<file path="config.mk">
export PLATFORM = sky130hd
export DESIGN_NAME = poly_byte_encode
export DESIGN_NICKNAME = d
export VERILOG_FILES = /design/src/rtl/kyber_pkg.sv /design/src/rtl/bit_packer_96.sv /design/src/rtl/poly_byte_encode.sv
export SDC_FILE = /design/constraint.sdc
export NUM_CORES = 1
export LEC_CHECK = 0
export CAP_MARGIN = 10
export CORE_ASPECT_RATIO = 0.5
export CORE_UTILIZATION = 47
export CTS_CLUSTER_DIAMETER = 150
export DETAILED_ROUTE_END_ITERATION = 16
export GPL_TIMING_DRIVEN = 0
export HOLD_SLACK_MARGIN = 0.03
export PLACE_DENSITY = 0.71
export RECOVER_POWER = 50
export SLEW_MARGIN = 5
export SYNTH_ARGS = -nofsm -noshare
export SYNTH_HDL_FRONTEND = slang
export SYNTH_SLANG_ARGS = --single-unit
</file>
<file path="constraint.sdc">
create_clock -name clk -period 6 [get_ports clk]
set_clock_uncertainty 0.05 [all_clocks]
set_input_delay 1.2 -clock clk [delete_from_list [all_inputs] [get_ports clk]]
set_output_delay 1.2 -clock clk [all_outputs]
set_load 0.02 [all_outputs]
</file>
<file path="src/rtl/kyber_pkg.sv">
// Shared Kyber constants and the coefficient RAM word layout, used by both the
// CBD sampler (writer) and the polynomial byte encoder (reader).
package kyber_pkg;

  localparam int KYBER_Q    = 3329;
  localparam int KYBER_N    = 256;
  localparam int COEFF_BITS = 12;

  // Two coefficients per RAM word, even-index coefficient in the low half.
  typedef struct packed {
    logic [15:0] hi;
    logic [15:0] lo;
  } ram_word_t;

  typedef enum logic {
    ST_IDLE,
    ST_RUN
  } enc_state_t;

  function automatic logic coeff_out_of_range(input logic [COEFF_BITS-1:0] c);
    return c >= COEFF_BITS'(KYBER_Q);
  endfunction

endpackage

</file>
<file path="src/rtl/bit_packer_96.sv">
// 96-bit LSB-first bit accumulator: appends 24 bits at the fill point and
// retires 64 bits from the bottom, both possibly in the same cycle.
module bit_packer_96
  import kyber_pkg::*;
(
  input  logic        clk,
  input  logic        rst,
  input  logic        clear,
  input  logic        push,
  input  logic [23:0] push_data,
  input  logic        pop,
  output logic [63:0] head,
  output logic [6:0]  count,
  output logic [6:0]  count_next
);

  logic [95:0] bits_q, bits_d;
  logic [6:0]  count_q, count_d;
  logic [6:0]  base;
  logic [95:0] shifted;

  // NOTE: every variable written here gets a default first, so no path leaves it unassigned and no latch is inferred.
  always_comb begin
    base    = pop ? count_q - 7'd64 : count_q;
    shifted = pop ? {64'd0, bits_q[95:64]} : bits_q;
    bits_d  = shifted;
    count_d = base;
    // Fresh bits land just above whatever survives this cycle's pop.
    if (push) begin
      bits_d  = shifted | ({72'd0, push_data} << base);
      count_d = base + 7'd24;
    end
    if (clear) begin
      bits_d  = '0;
      count_d = '0;
    end
  end

  // NOTE: nonblocking assignments for all flops so every register samples pre-edge values.
  always_ff @(posedge clk) begin
    if (rst) begin
      // NOTE: the buffer is a datapath register, not a memory, and is cleared so out_data reads 0 after reset.
      bits_q  <= '0;
      count_q <= '0;
    end else begin
      bits_q  <= bits_d;
      count_q <= count_d;
    end
  end

  assign head       = bits_q[63:0];
  assign count      = count_q;
  assign count_next = count_d;

endmodule

</file>
<file path="src/rtl/poly_byte_encode.sv">
// ByteEncode_12 of one polynomial from coefficient RAM into 64-bit stream words.
// Optional sticky range flag on output err: define POLY_BYTE_ENCODE_RANGE_CHECK_EN.
module poly_byte_encode
  import kyber_pkg::*;
#(
  parameter int NUM_WORDS = 128,
  parameter int ADDR_W    = 7
) (
  input  logic              clk,
  input  logic              rst,
  input  logic              start,
  output logic              busy,
  output logic              done,
  output logic              rd_en,
  output logic [ADDR_W-1:0] rd_addr,
  input  logic [31:0]       rd_data,
  output logic [63:0]       out_data,
  output logic              out_valid,
  input  logic              out_ready
`ifdef POLY_BYTE_ENCODE_RANGE_CHECK_EN
  ,
  output logic              err
`endif
);

  localparam int NUM_OUT   = NUM_WORDS * 3 / 8;
  localparam int OUT_CNT_W = $clog2(NUM_OUT);
  localparam int RD_CNT_W  = ADDR_W + 1;
  localparam int OUT_LAST_I = NUM_OUT - 1;
  localparam logic [RD_CNT_W-1:0]  NUM_WORDS_C = NUM_WORDS[RD_CNT_W-1:0];
  localparam logic [OUT_CNT_W-1:0] OUT_LAST    = OUT_LAST_I[OUT_CNT_W-1:0];

  enc_state_t            state_q, state_d;
  logic [RD_CNT_W-1:0]   rd_cnt_q, rd_cnt_d;
  logic [OUT_CNT_W-1:0]  out_cnt_q, out_cnt_d;
  logic                  rd_pend_q, rd_pend_d;
  logic                  done_q, done_d;

  ram_word_t   rd_word;
  logic [23:0] push_data;
  logic [7:0]  nibbles_unused;
  logic        clear;
  logic        fire;
  logic [6:0]  count;
  logic [6:0]  count_next;

  assign rd_word        = rd_data;
  assign push_data      = {rd_word.hi[COEFF_BITS-1:0], rd_word.lo[COEFF_BITS-1:0]};
  assign nibbles_unused = {rd_word.hi[15:12], rd_word.lo[15:12]};

  assign out_valid = (count >= 7'd64);
  assign fire      = out_valid && out_ready;

  bit_packer_96 u_packer (
    .clk        (clk),
    .rst        (rst),
    .clear      (clear),
    .push       (rd_pend_q),
    .push_data  (push_data),
    .pop        (fire),
    .head       (out_data),
    .count      (count),
    .count_next (count_next)
  );

  always_comb begin
    state_d   = state_q;
    rd_cnt_d  = rd_cnt_q;
    out_cnt_d = out_cnt_q;
    rd_pend_d = 1'b0;
    done_d    = 1'b0;
    rd_en     = 1'b0;
    clear     = 1'b0;
    case (state_q)
      ST_IDLE: begin
        if (start) begin
          state_d   = ST_RUN;
          rd_cnt_d  = '0;
          out_cnt_d = '0;
          clear     = 1'b1;
        end
      end
      ST_RUN: begin
        // A new read is only issued if its 24 bits still fit once the data in
        // flight this cycle has landed, so the buffer can never overflow.
        if (rd_cnt_q < NUM_WORDS_C && count_next <= 7'd72) begin
          rd_en     = 1'b1;
          rd_pend_d = 1'b1;
          rd_cnt_d  = rd_cnt_q + RD_CNT_W'(1);
        end
        if (fire) begin
          if (out_cnt_q == OUT_LAST) begin
            state_d = ST_IDLE;
            done_d  = 1'b1;
          end else begin
            out_cnt_d = out_cnt_q + OUT_CNT_W'(1);
          end
        end
      end
      default: state_d = ST_IDLE;
    endcase
  end

  always_ff @(posedge clk) begin
    if (rst) begin
      state_q   <= ST_IDLE;
      rd_cnt_q  <= '0;
      out_cnt_q <= '0;
      rd_pend_q <= 1'b0;
      done_q    <= 1'b0;
    end else begin
      state_q   <= state_d;
      rd_cnt_q  <= rd_cnt_d;
      out_cnt_q <= out_cnt_d;
      rd_pend_q <= rd_pend_d;
      done_q    <= done_d;
    end
  end

  assign busy    = (state_q == ST_RUN);
  assign done    = done_q;
  assign rd_addr = rd_cnt_q[ADDR_W-1:0];

`ifdef POLY_BYTE_ENCODE_RANGE_CHECK_EN
  logic err_q, err_d;

  // Flag tracks coefficients as they enter the buffer; encoding is unaffected.
  always_comb begin
    err_d = err_q;
    if (clear) begin
      err_d = 1'b0;
    end else if (rd_pend_q && (coeff_out_of_range(rd_word.lo[COEFF_BITS-1:0]) ||
                               coeff_out_of_range(rd_word.hi[COEFF_BITS-1:0]))) begin
      err_d = 1'b1;
    end
  end

  always_ff @(posedge clk) begin
    if (rst) err_q <= 1'b0;
    else     err_q <= err_d;
  end

  assign err = err_q;
`endif

endmodule
</file>
==> results of run 1 <==
==> cells in the final DEF (no fill, tap or decap), types with 6 or more instances in the layout <==
| cell type | netlist | layout |
|---|---|---|
| a211oi_1 | 12 | 12 |
| a21oi_1 | 41 | 41 |
| a221o_1 | 10 | 10 |
| a221oi_1 | 11 | 11 |
| a222oi_1 | 6 | 6 |
| a22o_1 | 10 | 10 |
| a22oi_1 | 16 | 16 |
| a31oi_1 | 24 | 24 |
| and2_1 | 8 | 8 |
| and3_1 | 12 | 12 |
| buf_2 | 8 | 8 |
| buf_4 | 72 | 72 |
| clkbuf_1 | 43 | 45 |
| clkbuf_16 | 0 | 17 |
| clkdlybuf4s50_1 | 0 | 25 |
| dfxtp_1 | 120 | 120 |
| dlygate4sd3_1 | 0 | 77 |
| inv_1 | 10 | 10 |
| mux2_2 | 17 | 16 |
| mux2i_1 | 39 | 40 |
| mux4_1 | 10 | 10 |
| mux4_2 | 14 | 14 |
| nand2_1 | 124 | 124 |
| nand2b_1 | 10 | 10 |
| nand3_1 | 18 | 18 |
| nand4_1 | 7 | 7 |
| nor2_1 | 66 | 66 |
| nor2b_1 | 8 | 8 |
| nor3_1 | 17 | 17 |
| o211ai_1 | 10 | 10 |
| o21ai_0 | 33 | 34 |
| o22ai_1 | 16 | 16 |
| o31ai_1 | 6 | 6 |
| xnor2_1 | 6 | 6 |
==> metal layers <==
| metal | up-vias | wire length (um) |
|---|---|---|
| met2 | 499 | 12360 |
| met1 | 3684 | 13520 |
| met5 | - | 0 |
| met4 | 0 | 621 |
| met3 | 64 | 3619 |
| li1 | 3388 | - |
==> per-stage QoR <==
step / std cells / power (mW) / util, % / setup WS, ps
after global routing: 1208 / 2.179 / 60.35 / 456.6
final: 1208 / 2.129 / 60.35 / 609.2
after global placement: 1176 / 1.067 / 56.49 / 1180
after detailed placement: 1176 / 1.070 / 56.49 / 1164
after CTS: 1208 / 2.121 / 60.40 / 702.6
after floorplan: 870 / 0.9608 / - / 2430
==> state kept, by name, indices dropped and copies added (netlist names) <==
register and flops:
out_cnt_q 6, rd_pend_q 1, u_packer.bits_q 96, busy 1
u_packer.count 7, rd_cnt_q 8, done 1
==> layout make-up <==
| class | count | area, um^2 | area share (%) |
|---|---|---|---|
| inverter | 11 | 41.29 | 0.4438 |
| multi-input combinational | 609 | 4189 | 45.03 |
| clock inverter | 14 | 172.7 | 1.856 |
| buffer | 130 | 792.0 | 8.514 |
| tap | 204 | 255.2 | 2.744 |
| timing repair buffer | 102 | 1021 | 10.98 |
| sequential | 120 | 2402 | 25.82 |
| clock buffer | 18 | 429.2 | 4.613 |
==> cell families (layout without fill, tap and decap cells) <==
logic type,Yosys count,in the layout,share of synthesized area [%]
compound gates,225,225,20.64
xor+xnor,7,7,0.8249
fa+ha+maj,3,3,0.5051
buf+inv,141,275,11.21
flops,120,120,32.32
mux,84,84,16.62
simple gates,290,290,17.88
==> power by group through the flow <==
stage | logic [mW] | registers (mW) | clock network, mW
2_1_floorplan | 0.133 | 0.828 | 0
3_3_place_gp | 0.239 | 0.828 | 0
3_5_place_dp | 0.241 | 0.829 | 0
4_1_cts | 0.243 | 0.811 | 1.07
5_1_grt | 0.259 | 0.812 | 1.11
6_report | 0.249 | 0.811 | 1.07
==> worst paths after layout <==
| path | cells past startpoint | start | slack [ps] | to |
|---|---|---|---|---|
| max reg2reg | 9 | u_packer.count[3] | 2480 | rd_cnt_q[6] |
| min reg2reg | 2 | u_packer.bits_q[46] | 390 | u_packer.bits_q[46] |
| min | 2 | u_packer.bits_q[46] | 390 | u_packer.bits_q[46] |
| max | 11 | u_packer.count[3] | 610 | rd_en |
==> worst register-to-register path, stage by stage (launching register included) <==
cell	delay (ps)
dfxtp_1	350
inv_2	210
clkbuf_1	570
clkbuf_1	590
ha_1	250
nor2b_1	40
o21ai_0	320
a31oi_1	330
or4_1	590
a21oi_1	150
==> flow_metrics.env, run 1 <==
export IMPL_status="finished with violations"
export IMPL_violations="DRC"
export IMPL_synth_nets=909
export IMPL_use_met1_pct=53.57
export IMPL_gp_congestion=1.038
export IMPL_n_fill_cell=1383
export IMPL_cts_hold_buffers_added=0
export IMPL_antenna_found_initial=0
export IMPL_ys_seq_elements=120
export IMPL_hp_class="reg -> reg"
export IMPL_vdd_drop_max_mv=0.1899
export IMPL_synth_area_leader_cell="dfxtp_1"
export IMPL_grtUsageTotal_pct=37.69
export IMPL_cts_tree="built"
export IMPL_dieArea_um2=16350
export IMPL_worstPathArrival_ps=4140
export IMPL_fp_dieW_um=179.8
export IMPL_yosysSeqAreaShare_pct=32.32
export IMPL_initial_utilization_pct=48.21
export IMPL_first_global_vias=7217
export IMPL_htree_levels=4
export IMPL_grt_pass1_wl_mm=44.91
export IMPL_yosysUniqueCellTypes=67
export IMPL_nNetsFinal=1030
export IMPL_port_buffers=102
export IMPL_clkSinkCount=120
export IMPL_synthTopCellsByArea="dfxtp_1 32%, buf_4 7.3%, nand2_1 6.3%"
export IMPL_fmax_mhz=185.5
export IMPL_worstPathMaxFanout=10
export IMPL_wl_per_cell_um=24.93
export IMPL_cp_cell_sequence="inv_2 > clkbuf_1 > clkbuf_1 > ha_1 > nor2b_1 > o21ai_0 > a31o_2 > clkbuf_1 > nand2_1 > inv_1 > clkdlybuf4s50_1"
export IMPL_dp_hpwl_mm=22.63
export IMPL_worstSetupEndpointType="output port"
export IMPL_ios=111
export IMPL_netSwitchingPower_mw=0.5843
export IMPL_critical_path_top_delay_family="buffers and inverters"
export IMPL_cap_viol_max_count=0
export IMPL_ys_flop_type="dfxtp_1"
export IMPL_syn_inst=870
export IMPL_synthToLayoutAreaGrowth_pct=25.17
export IMPL_worst_path_max_delay_cell="clkdlybuf4s50_1"
export IMPL_clock_latency_ps=430
export IMPL_grt_max_degree=17
export IMPL_critPathKind="reg -> out"
export IMPL_finalCritPeriodShare_pct=89.85
export IMPL_first_pass_iters=11
export IMPL_ys_top_cells_by_count="124 x nand2_1, 120 x dfxtp_1, 72 x buf_4, 66 x nor2_1, 43 x clkbuf_1"
export IMPL_synth_most_common_cell="nand2_1"
export IMPL_power_density_nw_per_um2=228.9
export IMPL_design_area_um2=9303
export IMPL_max_stage_delay_ps=600
export IMPL_numCtsBuffers=17
export IMPL_hold_viol_final=0
export IMPL_vias_per_cell=6.320
export IMPL_core_area_um2=15410
export IMPL_synth_edf_count=0
export IMPL_die_h_um=90.92
export IMPL_grt_util_met3_pct=11.25
export IMPL_overflow=0
export IMPL_ctsResizeCount=0
export IMPL_period_needed_ps=5391
export IMPL_p_leak_nw=3.840
export IMPL_clkSlewWorstSetupHoldPaths_ps=60
export IMPL_row_count=32
export IMPL_cts_buffer_depth=2
export IMPL_avgSynthCellArea_um2=8.543
export IMPL_slew_violations=0
export IMPL_holdWs_ps=387.2
export IMPL_use_met2_pct=54.44
export IMPL_relSlewSlack_pct=12.71
export IMPL_synthArstFlopShare_pct=0
export IMPL_drive_gt1_share_pct=15.24
export IMPL_seqPwrFrac_pct=38.1
export IMPL_dr_first_iter_drc_count=987
export IMPL_grt_setup_unrepaired="false"
export IMPL_ant_nets=0
export IMPL_pwr_share_clk_pct=50.2
export IMPL_diodes=0
export IMPL_grt_busiest_layer="met2"
export IMPL_finalSetupViolCount=0
export IMPL_synth_area_um2=7432
export IMPL_yosys_warnings=0
export IMPL_crit_top_cell="clkbuf_1"
export IMPL_power_frac_comb_pct=11.7
export IMPL_crit_required_ps=4750
export IMPL_vias=7635
export IMPL_drc=7
export IMPL_placed_cell_area_um2=8708
export IMPL_postCtsSetupBuffers=0
export IMPL_switching_share_pct=27.44
export IMPL_yosys_area_top_type_share_pct=32.32
export IMPL_intPower_mw=1.545
export IMPL_critPathBufInv=6
export IMPL_critPathLaunchType="flip-flop"
export IMPL_setup_tns_ps=0
export IMPL_tightest_slew_ps=1296
export IMPL_cts_root_buf="clkbuf_16"
export IMPL_routed_wl_mm=30.12
(Power assumes the default switching activity.)
==> inputs of run 2 (changes only) <==
--- a/config.mk
+++ b/config.mk
@@ -7,12 +7,12 @@
 export LEC_CHECK = 0
 export CAP_MARGIN = 10
 export CORE_ASPECT_RATIO = 0.5
-export CORE_UTILIZATION = 47
+export CORE_UTILIZATION = 25
 export CTS_CLUSTER_DIAMETER = 150
 export DETAILED_ROUTE_END_ITERATION = 16
 export GPL_TIMING_DRIVEN = 0
 export HOLD_SLACK_MARGIN = 0.03
-export PLACE_DENSITY = 0.71
+export PLACE_DENSITY = 0.43
 export RECOVER_POWER = 50
 export SLEW_MARGIN = 5
 export SYNTH_ARGS = -nofsm -noshare
==> run 2 against run 1 <==
  * The run now ends clean
  * Final cell count grew 15%
  * Sequential share of layout area shrank 0.72 points
  * Flip-flop and latch count is the same
  * Combinational power grew 2%
  * Critical path depth is the same
  * First-iteration DRC count shrank 27%
  * Design area grew 2.9%
  * Count of clock-buffer cells in the layout grew 2
  * Die area grew 86%
  * Critical endpoint unchanged
  * Largest cell class unchanged
  * Highest routed layer unchanged
==> flow_metrics.env, run 2 (synthesis results as in run 1) <==
export IMPL_dp_hpwl_mm=25.65
export IMPL_initial_utilization_pct=25.52
export IMPL_postCtsSetupBuffers=0
export IMPL_crit_required_ps=4750
export IMPL_fp_dieW_um=245.8
export IMPL_vdd_drop_max_mv=0.2100
export IMPL_power_frac_comb_pct=11.7
export IMPL_dr_first_iter_drc_count=716
export IMPL_nNetsFinal=1030
export IMPL_overflow=0
export IMPL_core_area_um2=29120
export IMPL_diodes=0
export IMPL_numCtsBuffers=17
export IMPL_largest_register="u_packer.bits_q"
export IMPL_drive_gt1_share_pct=15.34
export IMPL_slew_violations=0
export IMPL_antenna_found_initial=0
export IMPL_first_pass_iters=6
export IMPL_cts_buffer_depth=2
export IMPL_cts_hold_buffers_added=0
export IMPL_grtUsageTotal_pct=22.54
export IMPL_grt_pass1_wl_mm=48.92
export IMPL_switching_share_pct=27.89
export IMPL_setup_tns_ps=0
export IMPL_hp_class="reg -> reg"
export IMPL_holdWs_ps=384.9
export IMPL_cts_root_buf="clkbuf_16"
export IMPL_fmax_mhz=178.5
export IMPL_place_inst=1363
export IMPL_wl_per_cell_um=24.05
export IMPL_row_count=44
export IMPL_placed_cell_area_um2=8947
export IMPL_design_area_um2=9568
export IMPL_period_needed_ps=5603
export IMPL_p_leak_nw=3.847
export IMPL_dieArea_um2=30460
export IMPL_gp_congestion=0.9450
export IMPL_worstPathMaxFanout=10
export IMPL_clkSlewWorstSetupHoldPaths_ps=60
export IMPL_mostFrequentLayoutCell="nand2_1"
export IMPL_worstSetupEndpointType="output port"
export IMPL_ant_nets=0
export IMPL_finalSetupViolCount=0
export IMPL_netSwitchingPower_mw=0.6075
export IMPL_clock_latency_ps=450
export IMPL_first_global_vias=7056
export IMPL_pwr_share_clk_pct=51.0
export IMPL_tightest_slew_ps=1057
export IMPL_port_buffers=102
export IMPL_htree_levels=4
export IMPL_cts_tree="built"
export IMPL_power_density_nw_per_um2=227.6
export IMPL_critPathLaunchType="flip-flop"
export IMPL_largest_reg_flops=96
export IMPL_cap_viol_max_count=0
export IMPL_vias=7527
export IMPL_worstPathArrival_ps=4350
export IMPL_grt_setup_unrepaired="false"
export IMPL_seqPwrFrac_pct=37.3
export IMPL_synthToLayoutAreaGrowth_pct=28.74
export IMPL_final_cell_mix="124 x nand2_1, 120 x dfxtp_1, 78 x dlygate4sd3_1, 72 x buf_4, 66 x nor2_1"
export IMPL_intPower_mw=1.571
export IMPL_fin_cells=1395
export IMPL_hold_viol_final=0
export IMPL_die_h_um=123.9
export IMPL_grt_max_degree=17
export IMPL_critPathKind="reg -> out"
export IMPL_routed_wl_mm=33.54
export IMPL_ios=111
export IMPL_finalCritPeriodShare_pct=93.38
export IMPL_vias_per_cell=5.396
export IMPL_ctsResizeCount=0
export IMPL_relSlewSlack_pct=28.98
export IMPL_drc=0
export IMPL_status="complete, no violations"
export IMPL_clkSinkCount=120
-- run 2: cell count changes in the layout (fill, tap and decap cells not counted), sizes merged --
cell,delta
clkbuf,+2
clkinv,-2
dlygate4sd3,+1
clkdlybuf4s50,-1
inv,+1
clkinvlp,-1
-- run 2: final timing paths --
| check | startpoint | endpoint | slack (ps) | depth (start not counted) |
|---|---|---|---|---|
| worst max register to register | u_packer.count[3] | rd_cnt_q[6] | 2310 | 9 |
| worst max-delay path | u_packer.count[3] | rd_en | 400 | 11 |
| worst min-delay path | u_packer.bits_q[46] | u_packer.bits_q[46] | 380 | 2 |
| worst min register to register | u_packer.bits_q[46] | u_packer.bits_q[46] | 380 | 2 |
-- run 2: power by group through the flow --
stage          Clock, mW  Sequential [mW]  Combinational, mW
4_1_cts             1.13            0.812              0.253
3_5_place_dp           0            0.829              0.252
6_report            1.11            0.812              0.255
5_1_grt             1.16            0.813              0.267
3_3_place_gp           0            0.829              0.252
2_1_floorplan          0            0.828              0.133
-- run 2: layout make-up --
type                    instances  area, um^2
well taps                     391       489.2
fillers                      3092       19560
plain buffers                 130       792.0
clock inverters                12       163.9
inverters                      11       41.29
repair buffers                102        1021
flip-flops and latches        120        2402
clock buffers                  20       456.7
multi-input cells             609        4202
-- run 2: per-layer routing --
layer,wire (um),track usage (%),up-vias
met1,16700,32.85,3808
met2,14090,32.78,283
met5,0,0,-
met3,2187,5.064,44
met4,568,6.561,0
li1,-,-,3392
-- run 2: metrics by stage --
stage / power, mW / util [%] / worst slack (ps)
after floorplan: 0.9608 / - / 2430
after global placement: 1.081 / 30.71 / 928.1
after detailed placement: 1.081 / 30.72 / 907.8
after CTS: 2.191 / 32.85 / 428.0
after global routing: 2.244 / 32.85 / 163.9
final: 2.178 / 32.85 / 397.4
-- run 2: critical path: stages, from the launching register on --
cell and delay [ps]:
dfxtp_1 370, inv_2 240, clkbuf_1 620, clkbuf_1 660, ha_1 260, nor2b_1 40
o21ai_0 310, a31o_2 200, clkbuf_1 330, nand2_1 190, inv_1 90, clkdlybuf4s50_1 600
==> inputs of run 3 (changes only) <==
--- a/config.mk
+++ b/config.mk
@@ -9,6 +9,7 @@
 export CORE_ASPECT_RATIO = 0.5
 export CORE_UTILIZATION = 25
 export CTS_CLUSTER_DIAMETER = 150
+export CTS_CLUSTER_SIZE = 20
 export DETAILED_ROUTE_END_ITERATION = 16
 export GPL_TIMING_DRIVEN = 0
 export HOLD_SLACK_MARGIN = 0.03
==> results of run 3 <==
The final DEF is identical to that of run 2; final timing and power are the same.
